$ cat src/rtl/wc_tile_streamer_pkg.sv
// Shared widths, FSM encoding and tile/result containers for the Winograd tile streamer.
package wc_tile_streamer_pkg;

  localparam int DW       = 10;
  localparam int TILE_IN  = 6;
  localparam int TILE_OUT = 3;
  localparam int CORE_LAT = 6;

  localparam int FILL_W = $clog2(TILE_IN + 1);
  localparam int CNT_W  = $clog2(CORE_LAT + 1);
  localparam int IDX_W  = $clog2(TILE_OUT);

  typedef enum logic [1:0] {FILL, HOLD, DRAIN} state_e;

  typedef logic [DW-1:0]        smp_t;
  typedef smp_t [TILE_IN-1:0]  tile_t;
  typedef smp_t [TILE_OUT-1:0] res_t;

  // Load request from the streamer FSM into the result serializer.
  typedef struct packed {
    logic load;
    logic fin;
    res_t res;
  } ser_req_t;

endpackage

$ cat src/rtl/wc_tile_streamer_if.sv
// Sample-in / result-out valid-ready bus of the tile streamer.
interface wc_tile_streamer_if;
  import wc_tile_streamer_pkg::*;

  logic [DW-1:0] s_data;
  logic          s_valid;
  logic          s_last;
  logic          s_ready;
  logic [DW-1:0] m_data;
  logic          m_valid;
  logic          m_last;
  logic          m_ready;

  modport slave  (input  s_data, s_valid, s_last, m_ready,
                  output s_ready, m_data, m_valid, m_last);
  modport master (output s_data, s_valid, s_last, m_ready,
                  input  s_ready, m_data, m_valid, m_last);

endinterface

$ cat src/rtl/wc_res_serializer.sv
// Holds one tile's core results and returns them one per accepted beat, oldest first.
module wc_res_serializer
  import wc_tile_streamer_pkg::*;
(
  input  logic          clk,
  input  logic          rst,
  input  ser_req_t      req,
  output logic [DW-1:0] m_data,
  output logic          m_valid,
  output logic          m_last,
  input  logic          m_ready,
  output logic          done
);

  res_t             res_q;
  logic [IDX_W-1:0] idx_q;
  logic             vld_q;
  logic             fin_q;
  logic             last_beat;

  assign last_beat = (idx_q == IDX_W'(TILE_OUT - 1));
  assign m_valid   = vld_q;
  assign m_data    = vld_q ? res_q[idx_q] : '0;
  assign m_last    = vld_q && fin_q && last_beat;
  assign done      = vld_q && m_ready && last_beat;

  // Registers only move on load or an accepted beat, so m_data/m_last hold under backpressure.
  always_ff @(posedge clk or negedge rst) begin
    if (!rst) begin
      res_q <= '0;
      idx_q <= '0;
      vld_q <= 1'b0;
      fin_q <= 1'b0;
    end else if (req.load) begin
      res_q <= req.res;
      idx_q <= '0;
      vld_q <= 1'b1;
      fin_q <= req.fin;
    end else if (vld_q && m_ready) begin
      if (last_beat) begin
        vld_q <= 1'b0;
        idx_q <= '0;
      end else begin
        idx_q <= idx_q + 1'b1;
      end
    end
  end

endmodule

$ cat src/rtl/wc_tile_streamer.sv
// Forms overlapping 6-sample tiles (stride 3) for the wc core, waits its latency, and
// streams the 3 results back out.
module wc_tile_streamer
  import wc_tile_streamer_pkg::*;
(
  input  logic                   clk,
  input  logic                   rst,
  wc_tile_streamer_if.slave      bus,
  output logic [TILE_IN*DW-1:0]  core_d,
  input  logic [TILE_OUT*DW-1:0] core_z,
  output logic                   busy
);

  state_e            state, state_nxt;
  tile_t             smp_q, tile_q, tile_nxt, keep;
  res_t              z_res;
  logic [FILL_W-1:0] fill_q;
  logic [CNT_W-1:0]  cnt_q;
  logic              final_q;
  logic              rdy_q;
  logic              accept, complete, lat_done, drain_done;
  ser_req_t          req;

  assign bus.s_ready = rdy_q && (state == FILL);
  assign accept      = bus.s_valid && bus.s_ready;
  assign complete    = accept && (bus.s_last || (fill_q == FILL_W'(TILE_IN - 1)));
  assign lat_done    = (state == HOLD) && (cnt_q == CNT_W'(CORE_LAT));
  assign busy        = (state != FILL) || (fill_q != '0);

  // Slot view: below fill keeps the buffer, at fill takes the incoming sample, above is zero pad.
  for (genvar i = 0; i < TILE_IN; i++) begin : g_slot
    localparam logic [FILL_W-1:0] SLOT = FILL_W'(i);
    assign tile_nxt[i] = (SLOT < fill_q)  ? smp_q[i]   :
                         (SLOT == fill_q) ? bus.s_data : '0;
    if (i < TILE_IN - TILE_OUT) begin : g_keep
      assign keep[i] = smp_q[i + TILE_OUT];
    end else begin : g_zero
      assign keep[i] = '0;
    end
    assign core_d[(TILE_IN - i)*DW-1 -: DW] = tile_q[i];
  end

  for (genvar j = 0; j < TILE_OUT; j++) begin : g_res
    assign z_res[j] = core_z[(TILE_OUT - j)*DW-1 -: DW];
  end

  assign req.load = lat_done;
  assign req.fin  = final_q;
  assign req.res  = z_res;

  always_comb begin
    state_nxt = state;
    unique case (state)
      FILL:    if (complete)   state_nxt = HOLD;
      HOLD:    if (lat_done)   state_nxt = DRAIN;
      DRAIN:   if (drain_done) state_nxt = FILL;
      default:                 state_nxt = FILL;
    endcase
  end

  always_ff @(posedge clk or negedge rst) begin
    if (!rst) begin
      state   <= FILL;
      smp_q   <= '0;
      tile_q  <= '0;
      fill_q  <= '0;
      cnt_q   <= '0;
      final_q <= 1'b0;
      rdy_q   <= 1'b0;
    end else begin
      state <= state_nxt;
      rdy_q <= 1'b1;
      unique case (state)
        FILL: if (accept) begin
          smp_q  <= tile_nxt;
          fill_q <= fill_q + 1'b1;
          if (complete) begin
            tile_q  <= tile_nxt;
            final_q <= bus.s_last;
            cnt_q   <= '0;
          end
        end
        HOLD: cnt_q <= cnt_q + 1'b1;
        // Overlap: a continuing frame reuses the newest half of the tile as the next oldest half.
        DRAIN: if (drain_done) begin
          smp_q  <= final_q ? '0 : keep;
          fill_q <= final_q ? '0 : FILL_W'(TILE_IN - TILE_OUT);
        end
        default: ;
      endcase
    end
  end

  wc_res_serializer u_ser (
    .clk     (clk),
    .rst     (rst),
    .req     (req),
    .m_data  (bus.m_data),
    .m_valid (bus.m_valid),
    .m_last  (bus.m_last),
    .m_ready (bus.m_ready),
    .done    (drain_done)
  );

endmodule

$ cat src/flat_wrapper.sv
// flat-port wrapper written by rule: the top's interface ports become plain ports
module wc_tile_streamer_flat import wc_tile_streamer_pkg::*;
  (clk, rst, core_d, core_z, busy, bus_s_data, bus_s_valid, bus_s_last, bus_m_ready, bus_s_ready, bus_m_data, bus_m_valid, bus_m_last);
  wc_tile_streamer_if bus_i ();
  input  logic clk;
  input  logic rst;
  output logic [TILE_IN*DW-1:0] core_d;
  input  logic [TILE_OUT*DW-1:0] core_z;
  output logic busy;
  input wire logic [$bits(bus_i.s_data)-1:0] bus_s_data;
  input wire logic [$bits(bus_i.s_valid)-1:0] bus_s_valid;
  input wire logic [$bits(bus_i.s_last)-1:0] bus_s_last;
  input wire logic [$bits(bus_i.m_ready)-1:0] bus_m_ready;
  output wire logic [$bits(bus_i.s_ready)-1:0] bus_s_ready;
  output wire logic [$bits(bus_i.m_data)-1:0] bus_m_data;
  output wire logic [$bits(bus_i.m_valid)-1:0] bus_m_valid;
  output wire logic [$bits(bus_i.m_last)-1:0] bus_m_last;
  assign bus_i.s_data = bus_s_data;
  assign bus_i.s_valid = bus_s_valid;
  assign bus_i.s_last = bus_s_last;
  assign bus_i.m_ready = bus_m_ready;
  assign bus_s_ready = bus_i.s_ready;
  assign bus_m_data = bus_i.m_data;
  assign bus_m_valid = bus_i.m_valid;
  assign bus_m_last = bus_i.m_last;
  wc_tile_streamer u_core (.clk(clk), .rst(rst), .bus(bus_i), .core_d(core_d), .core_z(core_z), .busy(busy));
endmodule
$ cat config.mk
export PLATFORM = sky130hd
export DESIGN_NAME = wc_tile_streamer_flat
export DESIGN_NICKNAME = d
export VERILOG_FILES = /design/src/rtl/wc_tile_streamer_pkg.sv /design/src/rtl/wc_tile_streamer_if.sv /design/src/rtl/wc_res_serializer.sv /design/src/rtl/wc_tile_streamer.sv /design/src/flat_wrapper.sv
export SDC_FILE = /design/constraint.sdc
export NUM_CORES = 1
export LEC_CHECK = 0
export CAP_MARGIN = 20
export CELL_PAD_IN_SITES_DETAIL_PLACEMENT = 0
export CELL_PAD_IN_SITES_GLOBAL_PLACEMENT = 1
export CORE_MARGIN = 4
export CORE_UTILIZATION = 40
export DETAILED_ROUTE_END_ITERATION = 12
export DONT_BUFFER_PORTS = 1
export GPL_TIMING_DRIVEN = 1
export MAX_ROUTING_LAYER = met4
export PLACE_DENSITY_LB_ADDON = 0.3
export RECOVER_POWER = 25
export SYNTH_ARGS = -nofsm -noshare
export SYNTH_HDL_FRONTEND = slang
export SYNTH_SLANG_ARGS = --single-unit
$ cat constraint.sdc
create_clock -name clk -period 2.6 [get_ports clk]
set_input_delay 0.52 -clock clk [delete_from_list [all_inputs] [get_ports clk]]
set_output_delay 0.52 -clock clk [all_outputs]
set_load 0.05 [all_outputs]
==> summary.md, run 1 <==
| Metric | Value |
|---|---|
| Synthesized Nets | `818` |
| Logic gate share of total power | `31.0%` |
| Core Util, Final | `between 40% and 50%` |
| Root Buffer | `clkbuf_16` |
| Clk buf depth | `2` |
| Core Area | `18710 um^2` |
| Post-CTS Resized | `0` |
| Worst vdd ir | `0.6216 mV` |
| Min Tclk post-route | `around 2400 ps` |
| Leading post-synthesis cells by cell area | `dfrtp_1 54%, o21ai_0 8.1%, nand2_1 6.5%, mux2_2 6.5%, nor2_1 2.8%` |
| Maxcap violations | `0` |
| Dpl cell area | `between 8000 and 9000 um^2` |
| Max_slew headroom | `54.46%` |
| Iteration-0 DRC Markers | `508` |
| First-pass GRT wire length | `33000 um` |
| Wire per inst | `20.42 um` |
| Clk slew on worst S/H paths | `70 ps` |
| Sw Share | `roughly 44%` |
| FF/Latch Area | `4104 um^2` |
| Pint | `6.725 mW` |
| Vias per inst | `~5.7` |
| Slowest CP cell | `dfrtp_1` |
| Number of synthesized register bits | `164` |
| F_max | `0.4244 GHz` |
| Crit path kind | `flop to primary output` |
| Leak | `3.796 nW` |
| Final instance area | `8697 um^2` |
| Share of layout cells above drive strength 1 | `between 15 and 20%` |
| RePlAce Congestion | `0.8084` |
| Chip height | `146.0 um` |
| Seq/Total Area, Yosys | `53.84%` |
| Setup ws final | `243.8 ps` |
| CP max FO | `7` |
| PwrDens | `1389 nW/um^2` |
| Clock skew | `around 7.2 ps` |
| Post-synth top cells | `164 x dfrtp_1, 133 x nand2_1, 123 x o21ai_0, 56 x nor2_1, 44 x mux2_2` |
| Residual DRC | `0` |
| CP delay by family, top | `simple AND/OR/NAND/NOR gates` |
| Post-Route WL | `20540 um` |
| Post-synth top flop | `dfrtp_1` |
| Min-delay worst type | `primary input to async pin` |
| CTS Buf Count | `17` |
| Yosys warnings | `0` |
| Final setup violating endpoints | `0` |
| Total grt overflow | `0` |
| Vias in the first global route | `5875` |
| Critical path's largest stage delay | `380 ps` |
| Die area | `21330 um^2` |
| Port buffer count | `0` |
| Post-place setup slack | `roughly 580 ps` |
| Yosys top cell by area | `dfrtp_1` |
| Gr usage total | `~20%` |
| Synth top area share | `53.84%` |
| CP Data Arrival Time | `1840 ps` |
| Initial antenna violation count | `1` |
| Nets@finish | `809` |
| Layout Cells excl Fill | `1006` |
| Antenna Nets Post-Route | `0` |
| Starting Density | `roughly 40%` |
| Dpl hpwl | `14060 um` |
| Pins Over Slew Limit | `0` |
| Drt first pass iters | `5` |
| Least-Margin Pin Slew | `680.6 ps` |
| CP endpoint kind | `primary output` |
| Largest net degree at the start of global routing | `165` |
| Setup_tns | `0 ps` |
| Skew-Pair Late Insertion Delay | `430 ps` |
| CTS tree | `yes` |
| Seq pwr share | `47.5%` |
| Mean Syn Cell Area | `about 9.9 um^2` |
| Area Growth Syn to Fin | `14.10%` |
| Fin crit share | `90.62%` |
| Mapped Area | `7622 um^2` |
| Sw Pwr | `between 5 and 6 mW` |
| Buf/Inv on CP | `2` |
| Total number of vias | `5756` |
| EDFF count, synth | `0` |
| Multi-input logic area | `3236 um^2` |
| Ports | `119` |
| Post-synth cell types | `43` |
| Worst Path Required | `around 2100 ps` |
| Count leader, synth | `dfrtp_1` |
| Final hold viol count | `~160` |
| # placed instances | `974` |
| Filler instances | `1764` |
| H-tree lvl count | `4` |
| Chip width | `146.0 um` |
| Clock Power Share | `21.5%` |
| Failing checks | `hold timing` |
| Hold_ws | `-216.0 ps` |
| Startpoint Class | `flop` |
| Critical-path cell list | `nor2b_1 > buf_4 > nand2_1 > o21ai_0 > and2_1 > buf_12` |
| Ys async rst share | `100.0%` |
| RSZ-0062 raised after global routing | `no` |
| Status | `finished, violations left` |
| Post-CTS Setup Inserts | `0` |
| FP Rows | `50` |
| CTS Sinks | `164` |
| Total Power | `~12 mW` |
| Synth Instances | `about 770` |
layout make-up:
class,instances,share of cell area [%]
sequential,164,47.19
multi-input combinational,537,37.20
clock buffer,20,5.251
timing repair buffer,32,4.920
tap,234,3.366
clock inverter,11,1.741
inverter,7,0.3021
antenna,1,0.02877
worst paths after layout:
| kind | from | end | slack (ps) | cells past startpoint |
|---|---|---|---|---|
| setup reg to reg | u_core.state[1]$_DFFE_PN0P_ | u_core.smp_q[24]$_DFFE_PN0P_ | 560 | 5 |
| max in group asynchronous | rst | u_core.u_ser.res_q[10]$_DFFE_PN0P_ | 2630 | 0 |
| hold reg to reg | u_core.cnt_q[0]$_DFFE_PN0P_ | u_core.cnt_q[0]$_DFFE_PN0P_ | 500 | 1 |
| hold / removal | rst | u_core.core_d[26]$_DFFE_PN0P_ | -220 | 0 |
| setup / recovery | u_core.u_ser.idx_q[0]$_DFFE_PN0P_ | bus_m_data[8] | 240 | 6 |
| min in group clk | bus_s_data[2] | u_core.keep[2]$_DFFE_PN0P_ | 230 | 1 |
layer usage:
layer	track usage (%)	vias to the layer above	routed length [um]
li1	-	2668	-
met1	25.62	2854	8880
met2	30.84	199	9703
met3	5.400	35	1456
met4	7.385	0	500
met5	-	-	0
registers in the layout (all words and copies together), names as in the netlist:
register	cells
u_core.smp_q	30
u_core.rdy_q	1
u_core.keep	30
u_core.u_ser.fin_q	1
u_core.final_q	1
u_core.u_ser.idx_q	2
u_core.cnt_q	3
u_core.u_ser.res_q	30
u_core.state	2
u_core.fill_q	3
u_core.core_d	60
u_core.u_ser.m_valid	1
cell families (layout without fill, tap and decap cells):
group	Yosys count	count (layout)	synth area share, %
XOR/XNOR	1	1	0.1149
buffers and inverters	67	70	4.038
multiplexers	63	63	9.455
flip-flops	164	164	53.84
AND/OR/NAND/NOR	228	228	12.87
adder cells (fa/ha/maj)	5	5	0.8207
AO/OA/AOI/OAI	239	239	18.81
other	1	2	0.04920
power by group through the flow:
stage / registers [mW] / logic, mW / clock network (mW)
after global routing: 5.89 / 4.17 / 2.77
after detailed placement: 5.80 / 3.76 / 0
after global placement: 5.77 / 3.67 / 0
final: 5.74 / 3.75 / 2.60
after CTS: 5.76 / 3.78 / 2.66
after floorplan: 5.51 / 2.81 / 0
cells in the final DEF (no fill, tap or decap), types with 2 or more instances in the layout:
cell type	count
clkbuf_8	2
inv_6	2
a221oi_1	18
or2_2	2
a21o_1	21
mux2_2	44
ha_1	5
bufinv_16	3
clkinvlp_4	4
o21ai_0	123
clkbuf_16	17
nand3_1	12
mux2i_1	12
a21oi_1	37
nand2_1	133
buf_4	17
nor2_1	56
nor3_4	2
a22o_1	11
a21oi_2	2
a22oi_1	10
o31ai_1	10
buf_12	15
mux2_4	7
dfrtp_1	164
nor3b_1	3
inv_1	7
and2_1	10
(Power assumes the default switching activity.)
==> run 2, diff against run 1 <==
--- a/config.mk
+++ b/config.mk
@@ -13,6 +13,7 @@
 export DETAILED_ROUTE_END_ITERATION = 12
 export DONT_BUFFER_PORTS = 1
 export GPL_TIMING_DRIVEN = 1
+export HOLD_SLACK_MARGIN = 0.15
 export MAX_ROUTING_LAYER = met4
 export PLACE_DENSITY_LB_ADDON = 0.3
 export RECOVER_POWER = 25
==> results of run 2 <==
The final DEF is identical to that of run 1; final timing and power are the same.
